File: src/rtl/inv_mix_col_seq.sv
// Byte-serial AES InvMixColumns engine: one output byte per cycle through a
// single shared set of GF(2^8) x9/x11/x13/x14 constant multipliers.
module inv_mix_col_seq (
    input  logic         clk,
    input  logic         rst_n,
    input  logic         in_valid,
    output logic         in_ready,
    input  logic [127:0] in_data,
    input  logic         in_bypass,
    output logic         out_valid,
    input  logic         out_ready,
    output logic [127:0] out_data,
    output logic         busy
);

    typedef enum logic [1:0] {IDLE, BUSY, DONE} state_t;

    state_t       state, state_nxt;
    logic [3:0]   cnt;
    logic [127:0] src;
    logic [1:0]   col, row, row1, row2, row3;
    logic [7:0]   b14, b11, b13, b9, res;
    logic [6:0]   wr_sh;

    function automatic logic [7:0] xtime(input logic [7:0] a);
        return {a[6:0], 1'b0} ^ (a[7] ? 8'h1b : 8'h00);
    endfunction

    function automatic logic [7:0] mul9(input logic [7:0] a);
        logic [7:0] a2, a4, a8;
        a2 = xtime(a);
        a4 = xtime(a2);
        a8 = xtime(a4);
        return a8 ^ a;
    endfunction

    function automatic logic [7:0] mul11(input logic [7:0] a);
        logic [7:0] a2, a4, a8;
        a2 = xtime(a);
        a4 = xtime(a2);
        a8 = xtime(a4);
        return a8 ^ a2 ^ a;
    endfunction

    function automatic logic [7:0] mul13(input logic [7:0] a);
        logic [7:0] a2, a4, a8;
        a2 = xtime(a);
        a4 = xtime(a2);
        a8 = xtime(a4);
        return a8 ^ a4 ^ a;
    endfunction

    function automatic logic [7:0] mul14(input logic [7:0] a);
        logic [7:0] a2, a4, a8;
        a2 = xtime(a);
        a4 = xtime(a2);
        a8 = xtime(a4);
        return a8 ^ a4 ^ a2;
    endfunction

    // Byte idx lives at bit offset 120-8*idx (byte 0 is the MSB).
    function automatic logic [7:0] byte_at(input logic [127:0] d, input logic [3:0] idx);
        logic [127:0] t;
        t = d >> (7'd120 - {idx, 3'b000});
        return t[7:0];
    endfunction

    assign col  = cnt[3:2];
    assign row  = cnt[1:0];
    assign row1 = row + 2'd1;
    assign row2 = row + 2'd2;
    assign row3 = row + 2'd3;

    assign b14 = mul14(byte_at(src, {col, row}));
    assign b11 = mul11(byte_at(src, {col, row1}));
    assign b13 = mul13(byte_at(src, {col, row2}));
    assign b9  = mul9 (byte_at(src, {col, row3}));
    assign res = b14 ^ b11 ^ b13 ^ b9;

    assign wr_sh = 7'd120 - {cnt, 3'b000};

    assign in_ready  = (state == IDLE);
    assign out_valid = (state == DONE);
    assign busy      = (state == BUSY);

    always_comb begin
        state_nxt = state;
        case (state)
            IDLE:    if (in_valid) state_nxt = in_bypass ? DONE : BUSY;
            BUSY:    if (cnt == 4'd15) state_nxt = DONE;
            DONE:    if (out_ready) state_nxt = IDLE;
            default: state_nxt = IDLE;
        endcase
    end

    always_ff @(posedge clk or negedge rst_n) begin
        if (!rst_n) begin
            state    <= IDLE;
            cnt      <= 4'd0;
            src      <= 128'd0;
            out_data <= 128'd0;
        end else begin
            state <= state_nxt;
            case (state)
                IDLE: begin
                    if (in_valid) begin
                        src <= in_data;
                        cnt <= 4'd0;
                        if (in_bypass) out_data <= in_data;
                    end
                end
                BUSY: begin
                    // Read-modify-write a single byte; untouched bytes keep the previous result.
                    out_data <= (out_data & ~(128'hff << wr_sh)) | ({120'd0, res} << wr_sh);
                    cnt      <= cnt + 4'd1;
                end
                default: ;
            endcase
        end
    end

endmodule

File: config.mk
export PLATFORM = sky130hd
export DESIGN_NAME = inv_mix_col_seq
export DESIGN_NICKNAME = d
export VERILOG_FILES = /design/src/rtl/inv_mix_col_seq.sv
export SDC_FILE = /design/constraint.sdc
export NUM_CORES = 1
export LEC_CHECK = 0
export BUFFER_PORTS_ARGS = -buffer_cell sky130_fd_sc_hd__buf_2
export CORE_MARGIN = 2
export CORE_UTILIZATION = 23
export DETAILED_ROUTE_END_ITERATION = 8
export PLACE_DENSITY = 0.37
export SLEW_MARGIN = 0
export SYNTH_ARGS = -nofsm -noshare
export SYNTH_HDL_FRONTEND = slang
export SYNTH_SLANG_ARGS = --single-unit
File: constraint.sdc
create_clock -name clk -period 6.3 [get_ports clk]
set_input_delay 0.315 -clock clk [delete_from_list [all_inputs] [get_ports clk]]
set_output_delay 0.315 -clock clk [all_outputs]
set_load 0.005 [all_outputs]
==> metrics.txt <==
# TYPE chip_impl_metric gauge
chip_impl_metric{name="area.growth.synth_to_final",unit="%"} 23.1
chip_impl_metric{name="grt_overflow",unit=""} 0
chip_impl_info{name="synth.most_common_cell",value="nand2_1"} 1
chip_impl_metric{name="fin_tns_setup",unit="ps"} 0
chip_impl_metric{name="crit_required",unit="ps"} 6730
chip_impl_metric{name="initialDrtViolationCount",unit=""} 1350
chip_impl_metric{name="htree_levels",unit=""} 2
chip_impl_metric{name="clk_path_buf_depth",unit=""} 3
chip_impl_metric{name="synth_async_sr_flop_share",unit=""} 1.00
chip_impl_metric{name="place_worst_setup_slack",unit="ps"} 1590
chip_impl_info{name="cts_tree",value="built"} 1
chip_impl_metric{name="grt_util_met3",unit=""} 0.0264
chip_impl_metric{name="floorplan.die.width",unit="um"} 270
chip_impl_metric{name="wl_per_cell",unit="um"} 26.2
chip_impl_metric{name="synth_warnings",unit=""} 0
chip_impl_metric{name="core.rowCount",unit=""} 97
chip_impl_metric{name="grt_antenna_before_repair",unit=""} 4
chip_impl_metric{name="antennaDiodeCount",unit=""} 0
chip_impl_metric{name="clock.fmax",unit="MHz"} 213
chip_impl_info{name="unrepaired_setup_endpoints_after_global_routing",value="false"} 1
chip_impl_metric{name="mappedNetlistNets",unit=""} 1759
chip_impl_metric{name="postLayoutSetupSlackWorst",unit="ps"} 1610
chip_impl_metric{name="post-route-min-period",unit="ps"} 4690
chip_impl_metric{name="synth.distinct_cells",unit=""} 45
chip_impl_metric{name="post-dp-hpwl",unit="mm"} 52.3
chip_impl_metric{name="design.portCount",unit=""} 264
chip_impl_metric{name="syn_inst",unit=""} 1620
chip_impl_info{name="path_class",value="reg -> reg"} 1
chip_impl_metric{name="maxSlewHeadroom",unit=""} 0.262
chip_impl_info{name="synth_ff_type",value="dfrtp_1"} 1
chip_impl_metric{name="final.period_utilization",unit=""} 0.744
chip_impl_metric{name="critical_path_peak_fanout",unit=""} 30
chip_impl_metric{name="drtAntennaViolNets",unit=""} 0
chip_impl_metric{name="fp.coreArea",unit="sq um"} 70000
chip_impl_metric{name="die_area",unit="sq um"} 72800
chip_impl_info{name="grt_max_usage_layer",value="met2"} 1
chip_impl_metric{name="report.final.hold_viol_count",unit=""} 0
chip_impl_metric{name="timing_max_transition_violations_final",unit=""} 0
chip_impl_metric{name="clkTransAtPathRegs",unit="ps"} 60
chip_impl_metric{name="tritoncts.num_buffers",unit=""} 35
chip_impl_metric{name="clock_latency",unit="ps"} 550
chip_impl_metric{name="postRouteWirelength",unit="mm"} 73.6
chip_impl_metric{name="via_count",unit=""} 14700
chip_impl_metric{name="portBuffers",unit=""} 263
chip_impl_metric{name="setup_violations",unit=""} 0
chip_impl_metric{name="yosysTopAreaCellShare",unit=""} 0.403
chip_impl_metric{name="arrival",unit="ps"} 5120
chip_impl_metric{name="finalClockSkew",unit="ps"} 23.0
chip_impl_metric{name="cts_num_sinks",unit=""} 262
chip_impl_metric{name="yosys_register_bits",unit=""} 262
chip_impl_info{name="clockRootBuffer",value="clkbuf_16"} 1
chip_impl_metric{name="final_layout_size_suffix_gt1_frac",unit=""} 0.254
chip_impl_info{name="run_status",value="completed"} 1
chip_impl_info{name="cp-end-kind",value="flop"} 1
chip_impl_metric{name="post_synth_instance_area",unit="sq um"} 16300
chip_impl_metric{name="fin_nets",unit=""} 1990
chip_impl_metric{name="remaining_drc_errors",unit=""} 0
chip_impl_metric{name="drt-pass1-iter-count",unit=""} 5
chip_impl_metric{name="fin_util",unit=""} 0.286
chip_impl_metric{name="nFillCells",unit=""} 7501
chip_impl_metric{name="grt.total_usage",unit=""} 0.198
chip_impl_info{name="synthDominantAreaCellType",value="dfrtp_1"} 1
chip_impl_metric{name="worstMarginPinSlew",unit="ps"} 1100
chip_impl_metric{name="post_synthesis_mean_instance_area",unit="sq um"} 10.0
chip_impl_metric{name="chipHeight",unit="um"} 270
chip_impl_metric{name="floorplan.initialDensity",unit=""} 0.232
chip_impl_info{name="area_contributors_post_synth",value="dfrtp_1 40%, mux4_2 15%, nand2_1 11%"} 1
chip_impl_metric{name="number_of_global_route_vias_before_repair",unit=""} 14700
chip_impl_metric{name="maxCapViolations",unit=""} 0
chip_impl_metric{name="grt_util_met1",unit=""} 0.273
chip_impl_metric{name="synth_enable_flop_cells",unit=""} 0
chip_impl_metric{name="globalRouteMet2Util",unit=""} 0.324
chip_impl_metric{name="grt_start_max_net_pins",unit=""} 157
chip_impl_metric{name="ys_seq_area_frac",unit=""} 0.403
chip_impl_metric{name="gp_congestion",unit=""} 0.840
chip_impl_info{name="worst_setup_path_start_kind",value="flop"} 1
chip_impl_metric{name="grt_first_pass_wirelength",unit="mm"} 106
chip_impl_info{name="synth.top_cells.by_count",value="491 x nand2_1, 262 x dfrtp_1, 145 x a21oi_1"} 1
chip_impl_info{name="hold_class",value="in -> reg"} 1
chip_impl_metric{name="via_per_inst",unit=""} 5.23
==> final cells by class <==
class | count | area, sq um | share of cell area
clock buffer | 53 | 1050 | 0.0526
clock inverter | 7 | 133 | 0.00663
inverter | 15 | 57.6 | 0.00288
multi-input combinational | 1208 | 9090 | 0.454
sequential | 262 | 6560 | 0.328
tap | 940 | 1180 | 0.0588
timing repair buffer | 329 | 1940 | 0.0969
==> worst paths after layout <==
kind,startpoint,endpoint,slack (ps),depth (start not counted)
setup / recovery,cnt[1]$_DFFE_PN0P_,out_data[98]$_DFFE_PN0P_,1610,11
hold / removal,in_data[114],src[114]$_DFFE_PN0P_,8,3
setup reg to reg,cnt[1]$_DFFE_PN0P_,out_data[98]$_DFFE_PN0P_,1610,11
max in group asynchronous,rst_n,out_data[31]$_DFFE_PN0P_,4540,3
min in group asynchronous,rst_n,out_data[92]$_DFFE_PN0P_,400,2
hold reg to reg,out_data[108]$_DFFE_PN0P_,out_data[108]$_DFFE_PN0P_,500,2
==> routing by layer <==
metal	up-vias	routed length [um]
li1	6411	-
met1	7639	32500
met2	580	35300
met3	80	4050
met4	2	1750
met5	-	13
==> metrics by stage <==
step           instance area, sq um  hold WS [ps]  std cells
6_report                      20000          7.80       2814
5_1_grt                       20000          18.2       2814
4_1_cts                       20000         0.349       2814
3_5_place_dp                  18500           399       2717
3_3_place_gp                  18500           408       2717
2_1_floorplan                 16300          19.4       1620
==> state kept, by name, indices dropped and copies added, names as in the netlist <==
name and flops:
cnt 4, out_data 128, src 128, state 2
==> cell families (layout without fill, tap and decap cells) <==
group / count (synthesis) / after routing / synth area share
and+or+nand+nor: 533 / 533 / 0.126
AOI/OAI and AO/OA: 437 / 437 / 0.179
DFF: 262 / 262 / 0.403
buffers and inverters: 150 / 404 / 0.0432
muxes: 147 / 147 / 0.187
xor gates and xnor gates: 85 / 85 / 0.0566
adders and majority gates: 6 / 6 / 0.00462
==> cells in the final DEF (no fill, tap or decap), types with 34 or more instances in the layout <==
cell and n:
nand2_1 490, buf_2 262, dfrtp_1 258, a21oi_1 145, mux4_2 105, a22oi_1 80
o21ai_0 70, o41ai_1 42, a22o_1 37, dlygate4sd3_1 37, clkbuf_16 35, xnor2_1 34
xor2_1 34
==> critical path, cell delays in order (launching register included) <==
cell and delay (ps):
dfrtp_2 790, inv_1 210, ha_1 590, buf_4 360, mux2i_1 370, xnor2_1 130
mux2i_1 350, xor2_1 330, xor3_1 790, buf_4 280, o21ai_0 90, a22o_1 230
==> what timing repair did <==
item,4_1_cts,5_1_grt
resized for setup,0,0
buffers inserted,0,0
hold buffers,37,0
hold endpoints to repair,118,0
endpoints found under the setup margin,0,0
Power is not shown: default switching activity piles up to over one toggle a cycle in this logic, so the estimate is an artifact.
